--- src/rtl/spike_encoder_pkg.sv ---
// Shared types and default sizes for the temporal spike encoder.
// A value of all ones (MAX) means the line never fires in that window.
package spike_encoder_pkg;

  localparam int NUM_SPIKES_DEF = 4;
  localparam int VBITS_DEF      = 3;
  localparam int GAP_CYCLES_DEF = 2;

  typedef enum logic [1:0] {
    IDLE   = 2'd0,
    WINDOW = 2'd1,
    GAP    = 2'd2
  } enc_state_t;

endpackage

--- src/rtl/spike_encoder_time_cmp.sv ---
// Per-line comparator: decides whether a line is high at window time t.
// The pulse/step selection is fixed by STEP_MODE.
module spike_time_cmp #(
  parameter int VBITS     = 3,
  parameter int STEP_MODE = 0
) (
  input  logic [VBITS-1:0] t,
  input  logic [VBITS-1:0] value,
  output logic             fire
);

  localparam logic [VBITS-1:0] MAX_V = {VBITS{1'b1}};

  always_comb begin
    fire = 1'b0;
    if (value != MAX_V) begin
      if (STEP_MODE == 0) begin
        fire = (t == value);
      end else begin
        // Step lines all fall together in the last window cycle.
        fire = (value <= t) && (t != MAX_V);
      end
    end
  end

endmodule

--- src/rtl/spike_encoder.sv ---
// Race-logic input encoder: one value vector per gamma cycle becomes
// spike times on the neuron spike bus, followed by a quiet gap.
module spike_encoder
  import spike_encoder_pkg::*;
#(
  parameter int NUM_SPIKES = NUM_SPIKES_DEF,
  parameter int VBITS      = VBITS_DEF,
  parameter int GAP_CYCLES = GAP_CYCLES_DEF,
  parameter int STEP_MODE  = 0
) (
  input  logic                        clk,
  input  logic                        reset,
  input  logic                        in_valid,
  input  logic [NUM_SPIKES*VBITS-1:0] in_values,
  output logic                        in_ready,
  output logic [NUM_SPIKES-1:0]       spikes_out,
  output logic                        gamma_start,
  output logic                        gamma_end,
  output logic                        busy,
  output enc_state_t                  dbg_state
);

  // Handshake: a vector transfers on a rising edge where in_valid && in_ready;
  // in_ready is high only in IDLE and nothing is buffered while busy.

  localparam logic [VBITS-1:0] MAX_V    = {VBITS{1'b1}};
  localparam logic [3:0]       GAP_LAST = 4'(GAP_CYCLES - 1);

  enc_state_t                  state_q, state_n;
  logic [VBITS-1:0]            t_q, t_n;
  logic [3:0]                  g_q, g_n;
  logic [NUM_SPIKES*VBITS-1:0] vals_q, vals_n;
  logic [NUM_SPIKES-1:0]       fire_n;

  assign in_ready  = (state_q == IDLE);
  assign dbg_state = state_q;

  always_comb begin
    state_n = state_q;
    t_n     = t_q;
    g_n     = g_q;
    vals_n  = vals_q;
    case (state_q)
      IDLE: begin
        if (in_valid) begin
          vals_n  = in_values;
          t_n     = '0;
          state_n = WINDOW;
        end
      end
      WINDOW: begin
        if (t_q == MAX_V) begin
          g_n     = '0;
          state_n = GAP;
        end else begin
          t_n = t_q + 1'b1;
        end
      end
      GAP: begin
        if (g_q == GAP_LAST) begin
          state_n = IDLE;
        end else begin
          g_n = g_q + 4'd1;
        end
      end
      default: state_n = IDLE;
    endcase
  end

  // Comparators look at next-cycle time so the spike bus can be registered.
  for (genvar i = 0; i < NUM_SPIKES; i++) begin : g_line
    spike_time_cmp #(
      .VBITS     (VBITS),
      .STEP_MODE (STEP_MODE)
    ) u_cmp (
      .t     (t_n),
      .value (vals_n[i*VBITS +: VBITS]),
      .fire  (fire_n[i])
    );
  end

  always_ff @(posedge clk) begin
    if (reset) begin
      state_q     <= IDLE;
      t_q         <= '0;
      g_q         <= '0;
      vals_q      <= '0;
      spikes_out  <= '0;
      gamma_start <= 1'b0;
      gamma_end   <= 1'b0;
      busy        <= 1'b0;
    end else begin
      state_q     <= state_n;
      t_q         <= t_n;
      g_q         <= g_n;
      vals_q      <= vals_n;
      spikes_out  <= (state_n == WINDOW) ? fire_n : '0;
      gamma_start <= (state_n == WINDOW) && (t_n == '0);
      gamma_end   <= (state_n == GAP) && (g_n == GAP_LAST);
      busy        <= (state_n != IDLE);
    end
  end

endmodule

--- config.mk ---
export PLATFORM = sky130hd
export DESIGN_NAME = spike_encoder
export DESIGN_NICKNAME = d
export VERILOG_FILES = /design/src/rtl/spike_encoder_pkg.sv /design/src/rtl/spike_encoder_time_cmp.sv /design/src/rtl/spike_encoder.sv
export SDC_FILE = /design/constraint.sdc
export NUM_CORES = 1
export LEC_CHECK = 0
export CORE_UTILIZATION = 52
export CTS_CLUSTER_DIAMETER = 40
export CTS_CLUSTER_SIZE = 16
export DETAILED_ROUTE_END_ITERATION = 8
export HOLD_SLACK_MARGIN = 0.08
export PLACE_DENSITY = 0.82
export SYNTH_ARGS = -nofsm -noshare
export SYNTH_HDL_FRONTEND = slang
export SYNTH_HIERARCHICAL = 1
export SYNTH_SLANG_ARGS = --single-unit
--- constraint.sdc ---
create_clock -name clk -period 3 [get_ports clk]
set_input_delay 0.75 -clock clk [delete_from_list [all_inputs] [get_ports clk]]
set_output_delay 0.75 -clock clk [all_outputs]
set_load 0.02 [all_outputs]
# == Word-level counts from Yosys, hierarchy flattened ==
# Index checks and enable logic that the tools add are counted.
# word_totals
output_inout_bits,10
wordCells,54
ff_bits,28
in_bits,15
# op_classes
muxes,12
eq_ne,15
n_bitwise,5
n_addsub,2
n_reduce_logical,9
# op_table
operator,n
$mux 12,2
$eq 3x3->1,4
$ne 3x3->1 const B,4
$reduce_or 3->1,4
$eq 4x1->1 const B,2
$mux 4,2
$pmux 4 s2,1
$mux 2,3
$mux 3,2
$pmux 2 s3,1
$pmux 3 s2,1
$not 1->1,5
$add 4x1->4 const B,1
$eq 2x1->1 const B,2
$eq 2x2->1 const B,2
$add 3x1->3 const B,1
$eq 3x3->1 const B,1
$logic_not 3->1,1
$logic_and 1x1->1,2
$logic_not 2->1,1
$reduce_bool 2->1,1

# == Depth between registers and ports, before layout ==
# Gate-level depths: netlist (run 1).
# logic_depth
ltp_word,6
ltp_mapped,9
ltp_nobuf,8

# == Modules after synthesis ==
# Netlist (run 1), hierarchy kept.
# modules_own_cells
module,cells_each,seq_area_each_um2,n_inst,area_per_inst_um2
spike_encoder,119,560.5,1,1260.0
spike_time_cmp,5,0.0,4,46.3

# == Least setup slack after synthesis (run 1) ==
# OpenSTA, ideal clock, no wires.
# synth_path
kind,reg2reg
startpoint,register state_q[0] (netlist: dbg_state[0])
endpoint,register spikes_out[0]
path_slack_ns,0.625
path_stages_with_launch,10
required_time_ns,2.941
arrival_time_ns,2.316
setup_ns,0.059
path_cell_list,dfxtp_1 -> inv_1 -> ha_1 -> nand2_1 -> buf_2 -> nor2_1 -> nor2_1 -> xor2_1 -> nor4_2 -> and2_1
# synth_via
elab_cells_between_ends,15
# synth_rtl
item,line_no,rtl
"start, declared",spike_encoder.sv:29,"enc_state_t state_q, state_n;"
"start signal, assigned",spike_encoder.sv:93,state_q <= state_n;
$logic_not 2->1,--,
net in_ready,spike_encoder.sv:15,"output logic in_ready,"
$pmux 3 s2,spike_encoder.sv:43,case (state_q)
net t_n[2],spike_encoder.sv:30,"logic [VBITS-1:0] t_q, t_n;"
$eq 3x3->1,spike_encoder_time_cmp.sv:18,fire = (t == value);
"end signal, assigned",spike_encoder.sv:97,spikes_out <= (state_n == WINDOW) ? fire_n : '0;
"end, declared",spike_encoder.sv:16,"output logic [NUM_SPIKES-1:0] spikes_out,"
# The timed path passes the listed nets, and every way through them passes these cells.
# A chain may end at the register's enable or synchronous reset.

# == Worst setup path after layout (run 1) ==
# layout_path
startpoint,register state_q[1] (netlist: dbg_state[1])
endpoint,output port in_ready
# layout_via
elab_chain_len,1
# layout_lines
item,line_no,rtl
$logic_not 2->1,spike_encoder.sv:35,assign in_ready = (state_q == IDLE);
"end, declared",spike_encoder.sv:15,
# No other way between the ends.

==> results.txt, run 1 <==
----------------------------------------------------
[Status]
  Outcome ... complete, no violations

[Detailed routing]
  Post-route DRC ... 0
  Detailed router's first-iteration violation count ... 13
  Routed length on met1 ... between 1000 and 1500 um
  Met2 wire length ... 1410 um
  Final Routed Wirelength ... around 2800 um
  Final antenna-violating net count ... 0
  Highest routed layer ... met4
  Average wire length per cell after detail routing ... 14.2 um
  Length of the first detailed-routing pass in iterations ... 4
  Met3 WL post-DR ... 59 um
  Via density per instance ... 5.51
  Total via count in the routed design ... about 1100

[Timing]
  Fmax ... between 300 and 400 MHz
  Setup_tns ... 0 ns
  Slew HR ... 0.588
  Worst Max-Slew Pin Slew ... between 0.6 and 0.7 ns
  Post-route minimum period ... about 2.5 ns
  Post-route setup slack ... 0.478 ns
  Number of setup violations in the final report ... 0
  Unrepaired setup endpoints after global routing ... false
  Clk_skew ... about 0.0044 ns
  Share of the clock period used by the worst path after layout ... 0.841
  Max-slew violation count ... 0
  Endpoints failing hold ... 0

[Placement]
  Gp weighted congestion ... 0.909
  Count of input and output buffers ... 24
  Setup slack after placement ... roughly 0.32 ns
  Total half-perimeter wirelength after legalization and detailed placement ... 2050 um

[Synth]
  Share of the yosys chip area belonging to registers ... 0.388
  Main synth FF type ... dfxtp_1
  Post-synth top cells ... dfxtp_1, nor2b_1, mux2_2, xor2_1
  #FFs+latches synth ... 28
  Proportion of netlist area held by the largest area contributor ... 0.388
  Count of yosys warnings during synthesis ... 6
  Library cell occupying the most area in the post-synthesis netlist ... dfxtp_1
  Number of enable flip-flop cells after synthesis ... 0
  Most area-consuming cells after synthesis ... dfxtp_1, mux2_2, xor2_1
  Dominant cell by count in the synthesized netlist ... dfxtp_1
  Mapped cell area ... 0.00145 mm2
  Async set or reset register ratio after synthesis ... 0
  Gate count of the mapped netlist ... 139
  Average instance area after synthesis ... just over 10 um2
  Number of library cell types mapped by synthesis ... 34
  Syn Nets ... 161

[Worst setup path]
  Maximum single-stage delay on the critical path ... ~0.66 ns
  Buf/Inv on CP ... 2
  Kind of critical path ... flip-flop to output port
  Data required time of the critical path ... 2.25 ns
  Arrival time of data at the critical path endpoint ... 1.77 ns
  Delay-heaviest family, CP ... buffers and inverters
  Standard cell with the maximum stage delay on the critical path ... clkdlybuf4s50_1
  Startpoint class of the critical path ... flip-flop
  Biggest fanout along the worst timing path ... 6
  CP cell instances ... inv_1 -> ha_1 -> clkdlybuf4s50_1
  Category of the worst setup path capture point ... output port
  Worst R2R Setup Slack ... 0.69 ns

[Clock network]
  H-tree lvl count ... 1
  Maximum root-to-sink buffer count ... 2
  Clock-pin slew on the worst setup and hold paths ... 0.15 ns
  Buffer cell driving the clock tree root ... clkbuf_4
  Cts repair resizes ... 0
  CTS Hold Buffers Added ... 0
  TritonCTS clock tree ... done
  Clock latency reported for the late side of the worst-skew pair ... 0.32 ns
  Num CTS Buffers ... 3
  # clock sinks ... 28
  Number of buffers added for setup after CTS ... 0

[Global routing]
  Via count of the first global-routing pass ... 1064
  Number of antenna violations at the first check in global routing ... 0
  Grt total ovfl ... 0
  Overall track demand over capacity in global routing ... 0.217
  Maximum number of pins on one net before global-route repair ... 20
  Wire length of the first global-routing pass ... 4600 um

[Floorplan]
  Die span in x ... 54.7 um
  Vertical die dimension ... roughly 55 um
  Total die area ... between 0.002 and 0.003 mm2
  Core Region ... 0.00254 mm2
  Starting density of the core ... 0.568
  Floorplan row count ... 18
  I/O pin count ... 25

[Finish]
  Synth-to-layout area growth ... 22.7%
  Area of the multi-input gates ... 845 um2
  Fill cells ... 197
  Share of final-layout standard cells stronger than drive strength 1 ... 0.230
  Number of inserted diodes ... 0
  Layout Nets ... between 150 and 200
  Sequential cell area in the final layout ... 561 um2

[Power]
  Leak ... 0.746 nW
  Max rail drop VDD ... 0.000377 V
  Pwr dens ... 482 mW/mm2

[Run]
  Number of max-cap violations ... 0

[Worst hold path]
  Worst min path class ... flip-flop to flip-flop

----------------------------------------------------
-- final timing paths --
check / start / endpoint / depth (start not counted)
worst max-delay path: dbg_state[1] / in_ready / 3
worst min-delay path: g_q[2] / g_q[2] / 2
worst max register to register: dbg_state[1] / spikes_out[0] / 8
worst min register to register: g_q[2] / g_q[2] / 2
-- flip-flops by register name, indices dropped and copies added, names as in the netlist --
register and flops:
vals_q 12, g_q 4, spikes_out 4, t_q 3, dbg_state 2, busy 1, gamma_end 1, gamma_start 1
-- layout make-up --
cell class | count | area share
multi-input combinational | 101 | 0.476
sequential | 28 | 0.316
timing repair buffer | 26 | 0.144
tap | 30 | 0.0212
clock inverter | 1 | 0.0169
clock buffer | 3 | 0.0127
inverter | 6 | 0.0127
-- metal layers --
| layer | global-route usage | vias up |
|---|---|---|
| met1 | 0.267 | 512 |
| li1 | - | 541 |
| met5 | 0 | - |
| met4 | 0.0769 | 0 |
| met2 | 0.384 | 19 |
| met3 | 0.0250 | 2 |
-- kinds of logic (layout without fill, tap and decap cells) --
| family | Yosys count | count (layout) | synth area share |
|---|---|---|---|
| flops | 28 | 28 | 0.388 |
| compound gates | 16 | 16 | 0.0978 |
| xor+xnor | 13 | 13 | 0.0788 |
| mux | 14 | 14 | 0.108 |
| buf+inv | 10 | 36 | 0.0277 |
| fa+ha+maj | 7 | 7 | 0.0606 |
| simple gates | 51 | 51 | 0.239 |
-- stage by stage --
step                      hold slack (ns)  instances  total power, mW  utilization  area (um2)
after floorplan                     0.533        139            0.551            -        1450
after global placement              0.563        191            0.609        0.676        1720
after detailed placement            0.581        191            0.616        0.676        1720
after CTS                           0.611        195            0.867        0.697        1770
after global routing                0.651        195            0.899        0.697        1770
final                               0.613        195            0.855        0.697        1770
-- worst min-delay path, stage by stage, from the launching register on --
cell     delay, ns
dfxtp_1       0.37
a21oi_1       0.16
nor2_1        0.05
-- cells in the final DEF (no fill, tap or decap), types with 6 or more instances in the layout --
cell / netlist / routed
clkdlybuf4s50_1: 0 / 24
dfxtp_1: 28 / 28
ha_1: 7 / 7
inv_1: 6 / 6
mux2_2: 13 / 13
nor2_1: 7 / 7
nor2b_1: 15 / 15
xor2_1: 13 / 13
-- report_power, final --
part           internal, mW  leakage [nW]  total (mW)  switching [mW]
Combinational         0.107         0.489       0.206          0.0985
Clock                 0.135        0.0279       0.246           0.111
Sequential            0.394         0.229       0.403         0.00833
(Power assumes the default switching activity.)
==> run 2: changes to the inputs <==
CORE_UTILIZATION = 47   (was 52)
PLACE_DENSITY = 0.78   (was 0.82)
clock period = 2.2 ns   (was 3 ns; I/O delays follow)
==> run 2 against run 1 <==
Sequential share of layout area shrank 0.62 points. Non-clock buffer count up 2. Clock-buffer cell count did not move. Global-route usage decreased by 1.9 points. Total power increased by 38%. Combinational power grew 43%. Utilization is 5.4 points lower. Clock skew up 0.0012 ns. Largest cell class unchanged.
==> results.txt, run 2 (synthesized netlist as in run 1, its figures left out) <==
----------------------------------------------------
[Power]
  Relative contribution of combinational cells to total power ... 0.250 (+0.009)
  Pwr dens ... 648 mW/mm2 (+34%)
  Pint ... 876 uW (+38%)
  Switching power total ... 302 uW (+38%)
  Clk pwr share ... 0.283 (-0.005)
  Share of total power in sequential cells ... 0.466 (-0.005)
  Share of total power consumed by net switching ... 0.257 (+0.00131)
  Leak ... 0.761 nW (+2.0%)
  Max rail drop VDD ... 0.000378 V (about the same)

[Floorplan]
  I/O pin count ... 25 (unchanged)
  Core Region ... 0.00283 mm2 (+11%)
  Floorplan row count ... 19 (+1)
  Starting density of the core ... 0.511 (-0.0570)
  Total die area ... 0.00330 mm2 (+10%)
  Die span in x ... 57.5 um (+5.0%)
  Vertical die dimension ... 57.5 um (+5.0%)

[Worst setup path]
  Worst R2R Setup Slack ... 0.15 ns (-0.54 ns)
  Startpoint class of the critical path ... flip-flop
  Kind of critical path ... flip-flop to flip-flop
  Worst-case reg-to-reg path depth ... 7 (-1)
  Data required time of the critical path ... 2.48 ns (+0.23 ns)
  Arrival time of data at the critical path endpoint ... 2.34 ns (+0.57 ns)
  Category of the worst setup path capture point ... flip-flop
  Biggest fanout along the worst timing path ... 6 (unchanged)

[Timing]
  Post-route setup slack ... 0.146 ns (-0.332 ns)
  Worst Max-Slew Pin Slew ... 0.484 ns (-0.131 ns)
  Share of the clock period used by the worst path after layout ... 0.933
  Unrepaired setup endpoints after global routing ... false
  Post-route minimum period ... ~2 ns
  Slew HR ... 0.674 (+0.0861)
  Number of setup violations in the final report ... 0 (unchanged)
  Max-slew violation count ... 0 (unchanged)
  Endpoints failing hold ... 0 (unchanged)
  Clk_skew ... 0.00555 ns (+0.00118 ns)
  Fmax ... 487 MHz

[Clock network]
  CTS Hold Buffers Added ... 0 (unchanged)
  # clock sinks ... 28 (unchanged)
  Num CTS Buffers ... 3 (unchanged)
  Buffer cell driving the clock tree root ... clkbuf_4
  Clock latency reported for the late side of the worst-skew pair ... 0.32 ns (about the same)
  TritonCTS clock tree ... done
  Cts repair resizes ... 1 (+1)
  H-tree lvl count ... 1 (unchanged)
  Clock-pin slew on the worst setup and hold paths ... 0.15 ns (about the same)
  Number of buffers added for setup after CTS ... 0 (unchanged)
  Maximum root-to-sink buffer count ... 2 (unchanged)

[Finish]
  Leading cell types in the layout, fill and taps excluded ... dfxtp_1, clkdlybuf4s50_1, nor2b_1
  Post-route cell area ... 0.00182 mm2 (+2.5%)
  Sequential cell area in the final layout ... 563 um2 (+0.45%)
  Top reg by flops ... vals_q
  Synth-to-layout area growth ... 25.7%
  Number of inserted diodes ... 0 (unchanged)
  Area of the multi-input gates ... 858 um2 (+1.6%)
  Max FFs per register ... 12 (unchanged)
  Non-filler instance count after layout ... 198 (+1.5%)
  Share of final-layout standard cells stronger than drive strength 1 ... 0.275 (+0.0451)
  Most common cell after layout, fill and taps aside ... dfxtp_1
  Share of the core filled with cells in the final layout ... 0.642 (-0.0545)
  Layout Nets ... 190 (+1.1%)
  Top Registers ... vals_q (12), g_q (4), spikes_out (4)
  Fill cells ... 248 (+26%)

[Detailed routing]
  Detailed router's first-iteration violation count ... 24 (+11)
  Final Routed Wirelength ... 2980 um (+7.3%)
  Average wire length per cell after detail routing ... 15.0 um (+5.7%)
  Final antenna-violating net count ... 0 (unchanged)
  Via density per instance ... 5.55 (+0.78%)
  Length of the first detailed-routing pass in iterations ... 4 (unchanged)
  Post-route DRC ... 0 (unchanged)
  Total via count in the routed design ... 1099 (+2.3%)

[Placement]
  DP Area ... 0.00175 mm2 (+2.0%)
  Gp weighted congestion ... 0.781 (-14%)
  Total half-perimeter wirelength after legalization and detailed placement ... 2220 um (+8.4%)
  Setup slack after placement ... -0.130 ns (-0.451 ns)
  Count of input and output buffers ... 24 (unchanged)
  Number of placed instances with taps included ... 194 (+1.6%)

[Worst hold path]
  Worst min path class ... flip-flop to flip-flop
  Cell count of the worst hold path ... 2 (unchanged)

[Global routing]
  Maximum number of pins on one net before global-route repair ... 17 (-15%)
  Via count of the first global-routing pass ... 1153 (+8.4%)
  Grt total ovfl ... 0 (unchanged)
  Number of antenna violations at the first check in global routing ... 0 (unchanged)
  Wire length of the first global-routing pass ... 5080 um (+10%)
  Overall track demand over capacity in global routing ... 0.198 (-0.0195)

[Run]
  Number of max-cap violations ... 0 (unchanged)

[Status]
  Outcome ... complete, no violations

----------------------------------------------------
## run 2: cell types whose count changed in the layout (fill, tap and decap cells not counted), sizes merged
cell	change
buf	+2
clkdlybuf4s50	-1
dlygate4sd2	+1
## run 2: cell type report
type,count,area share
Multi-Input combinational cell,101,0.472
Sequential cell,28,0.310
Timing Repair Buffer,28,0.155
Tap cell,31,0.0213
Clock inverter,1,0.0165
Clock buffer,3,0.0124
Inverter,6,0.0124
## run 2: path summary, 6_finish.rpt
kind | start | to
max | t_q[0] | spikes_out[2]
min | g_q[3] | g_q[3]
max reg2reg | t_q[0] | spikes_out[2]
min reg2reg | g_q[3] | g_q[3]
## run 2: critical path, cell delays in order (launching register included)
cell and delay, ns:
dfxtp_1 0.36, ha_1 0.27, nand2_2 0.14, mux2_2 0.35, a22o_2 0.30, xor2_1 0.18, nor4_2 0.26, and2_1 0.15
## run 2: power by group through the flow
stage | registers, mW | clock network [mW] | logic [mW]
3_3_place_gp | 0.559 | 0 | 0.281
4_1_cts | 0.550 | 0.345 | 0.292
5_1_grt | 0.553 | 0.362 | 0.319
2_1_floorplan | 0.575 | 0 | 0.178
6_report | 0.549 | 0.334 | 0.295
3_5_place_dp | 0.561 | 0 | 0.291
## run 2: stage by stage
stage	TNS (ns)	total power [mW]	hold slack, ns
floorplan	0	0.753	0.533
global placement	-0.223	0.840	0.575
detailed placement	-0.408	0.851	0.586
CTS	0	1.19	0.624
global route	0	1.23	0.666
finish	0	1.18	0.630
## run 2: routing by layer
metal  vias up  routed length, um  GRT usage
li1        540                  -          -
met4         0                 16     0.0523
met5         -                  0          0
met2        17               1630      0.394
met1       540               1270      0.219
met3         2                 65     0.0204
==> run 3: changes to the inputs <==
CELL_PAD_IN_SITES_DETAIL_PLACEMENT = 0   (was not set)
CELL_PAD_IN_SITES_GLOBAL_PLACEMENT = 1   (was not set)
CORE_MARGIN = 1.5   (was not set)
CORE_UTILIZATION = 43   (was 47)
DONT_BUFFER_PORTS = 1   (was not set)
PLACE_DENSITY = 0.76   (was 0.78)
==> run 3 against run 2 <==
Sequential share of layout area grew 5.0 points. Utilization shrank 14 points. Total power shrank 13%. Largest cell class unchanged. Largest power group unchanged. Non-clock buffer count shrank 24. Via count shrank 10%. Sequential cell count is the same.
==> results.txt, run 3 (synthesized netlist as in run 1, its figures left out) <==
----------------------------------------------------
[Status]
  Outcome ... complete, no violations

[Power]
  Share of total power consumed by net switching ... 0.272 (+0.0159)
  Clk pwr share ... 0.241 (-0.042)
  Pwr dens ... 655 mW/mm2 (+1.1%)
  Leak ... 0.661 nW (-13%)
  Max rail drop VDD ... 0.000302 V (-20%)
  Total chip power ... 1.03 mW (-13%)
  Pint ... 747 uW (-15%)
  Switching power total ... 280 uW (-7.4%)
  Share of total power in sequential cells ... 0.550 (+0.084)
  Relative contribution of combinational cells to total power ... 0.209 (-0.041)

[Clock network]
  Num CTS Buffers ... 3 (unchanged)
  Clock-pin slew on the worst setup and hold paths ... 0.15 ns (about the same)
  # clock sinks ... 28 (unchanged)
  Buffer cell driving the clock tree root ... clkbuf_4
  TritonCTS clock tree ... done
  Clock latency reported for the late side of the worst-skew pair ... 0.32 ns (about the same)
  H-tree lvl count ... 1 (unchanged)
  Maximum root-to-sink buffer count ... 2 (unchanged)

[Worst setup path]
  Startpoint class of the critical path ... flip-flop
  Kind of critical path ... flip-flop to flip-flop
  Critical path launch point ... g_q[1]
  Category of the worst setup path capture point ... flip-flop
  Arrival time of data at the critical path endpoint ... 2.28 ns (-0.06 ns)
  Worst r2r src ... g_q[1]
  Biggest fanout along the worst timing path ... 5 (-1)
  Data required time of the critical path ... 2.46 ns (-0.02 ns)

[Global routing]
  Global routing usage on met3 ... 0.0448 (+0.0244)
  Grt met1 use ... 0.221 (+0.00201)
  Grt total ovfl ... 0 (unchanged)
  Overall track demand over capacity in global routing ... 0.158 (-0.0399)
  Routing layer with the top usage in global route ... met2
  Via count of the first global-routing pass ... 932 (-19%)
  Met2 track demand over resource in global routing ... 0.238 (-0.156)
  Number of antenna violations at the first check in global routing ... 0 (unchanged)
  Wire length of the first global-routing pass ... 4330 um (-15%)
  Maximum number of pins on one net before global-route repair ... 22 (+5)

[Timing]
  Unrepaired setup endpoints after global routing ... false
  Fmax ... 495 MHz (+1.6%)
  Endpoints failing hold ... 0 (unchanged)
  Post-route setup slack ... 0.178 ns (+0.0316 ns)
  Slew HR ... 0.586 (-0.0880)
  Setup_tns ... 0 ns (unchanged)
  Clk_skew ... 0.00655 ns (+0.00100 ns)
  Worst Max-Slew Pin Slew ... 0.615 ns (+0.131 ns)
  Max-slew violation count ... 0 (unchanged)
  Share of the clock period used by the worst path after layout ... 0.919 (-0.0144)
  Post-route minimum period ... 2.02 ns (-0.0316 ns)
  Number of setup violations in the final report ... 0 (unchanged)

[Placement]
  Count of input and output buffers ... 0 (-100%)
  DP Area ... 0.00152 mm2 (-13%)
  Gp weighted congestion ... 0.836 (+7.0%)
  Setup slack after placement ... 0.109 ns (+0.239 ns)
  Total half-perimeter wirelength after legalization and detailed placement ... 1960 um (-12%)

[Floorplan]
  Total die area ... 0.00372 mm2 (+13%)
  Die span in x ... 61.0 um (+6.1%)
  Core Region ... 0.00313 mm2 (+11%)
  Starting density of the core ... 0.462 (-0.0488)
  I/O pin count ... 25 (unchanged)
  Floorplan row count ... 20 (+1)
  Vertical die dimension ... 61.0 um (+6.1%)

[Finish]
  Most common cell after layout, fill and taps aside ... dfxtp_1
  Share of the core filled with cells in the final layout ... 0.501 (-0.141)
  Leading cell types in the layout, fill and taps excluded ... dfxtp_1, nor2b_1, xor2_1, mux2_2
  Share of final-layout standard cells stronger than drive strength 1 ... 0.315 (+0.0392)
  Synth-to-layout area growth ... 8.40%
  Fill cells ... 296 (+19%)
  Layout Nets ... 166 (-13%)
  Top reg by flops ... vals_q
  Top Registers ... vals_q (12), g_q (4), spikes_out (4)
  Max FFs per register ... 12 (unchanged)
  Post-route cell area ... 0.00157 mm2 (-14%)
  Number of inserted diodes ... 0 (unchanged)

[Detailed routing]
  Post-route DRC ... 0 (unchanged)
  Average wire length per cell after detail routing ... 14.3 um (-5.0%)
  Length of the first detailed-routing pass in iterations ... 4 (unchanged)
  Final antenna-violating net count ... 0 (unchanged)
  Total via count in the routed design ... 988 (-10%)
  Via density per instance ... 5.28 (-4.8%)
  Final Routed Wirelength ... 2670 um (-10%)
  Detailed router's first-iteration violation count ... 31 (+29%)

[Run]
  Number of max-cap violations ... 0 (unchanged)

[Worst hold path]
  Worst min path class ... input pin to flip-flop
  Hold Path Origin ... reset

----------------------------------------------------
## run 3: worst paths after layout
| check | endpoint | slack (ns) | depth (start not counted) |
|---|---|---|---|
| setup reg to reg | gamma_end | 0.18 | 7 |
| hold / removal | g_q[3] | 0.27 | 1 |
| setup / recovery | gamma_end | 0.18 | 7 |
| hold reg to reg | g_q[2] | 0.61 | 2 |
## run 3: power groups by stage
| stage | clock network [mW] | logic, mW | registers, mW |
|---|---|---|---|
| after global routing | 0.282 | 0.238 | 0.569 |
| after global placement | 0 | 0.207 | 0.574 |
| after floorplan | 0 | 0.178 | 0.575 |
| after CTS | 0.257 | 0.213 | 0.565 |
| after detailed placement | 0 | 0.212 | 0.576 |
| final | 0.247 | 0.215 | 0.564 |
## run 3: stage by stage
step / instances / hold WS (ns)
after floorplan: 139 / 0.533
after global placement: 183 / 0.576
after detailed placement: 183 / 0.576
after CTS: 187 / 0.264
after global routing: 187 / 0.241
final: 187 / 0.274
## run 3: critical path: stages, from the launching register on
cell and delay (ns):
dfxtp_1 0.41, inv_1 0.06, ha_1 0.18, or3b_4 0.28, a221oi_2 0.07, nor4_1 0.54
nand4_1 0.20, nor3b_1 0.21
## run 3: metal layers
| layer | up-vias | wire length [um] | part of all wire |
|---|---|---|---|
| li1 | 498 | - | - |
| met1 | 464 | 1300 | 0.49 |
| met2 | 24 | 1200 | 0.45 |
| met3 | 2 | 149 | 0.056 |
| met4 | 0 | 19 | 0.0071 |
| met5 | - | 0 | 0 |
## run 3: layout make-up
| class | count | area [um2] | share of cell area |
|---|---|---|---|
| well taps | 44 | 55.1 | 0.0351 |
| multi-input cells | 101 | 856 | 0.546 |
| flip-flops and latches | 28 | 563 | 0.359 |
| clock buffers | 4 | 36.3 | 0.0232 |
| inverters | 6 | 22.5 | 0.0144 |
| repair buffers | 4 | 33.8 | 0.0216 |
## run 3: what timing repair did
action | 4_1_cts | 5_1_grt
endpoints found under the setup margin | 0 | 4
buffers inserted | 0 | 0
gates resized for setup | 0 | 4
hold buffers | 0 | 0
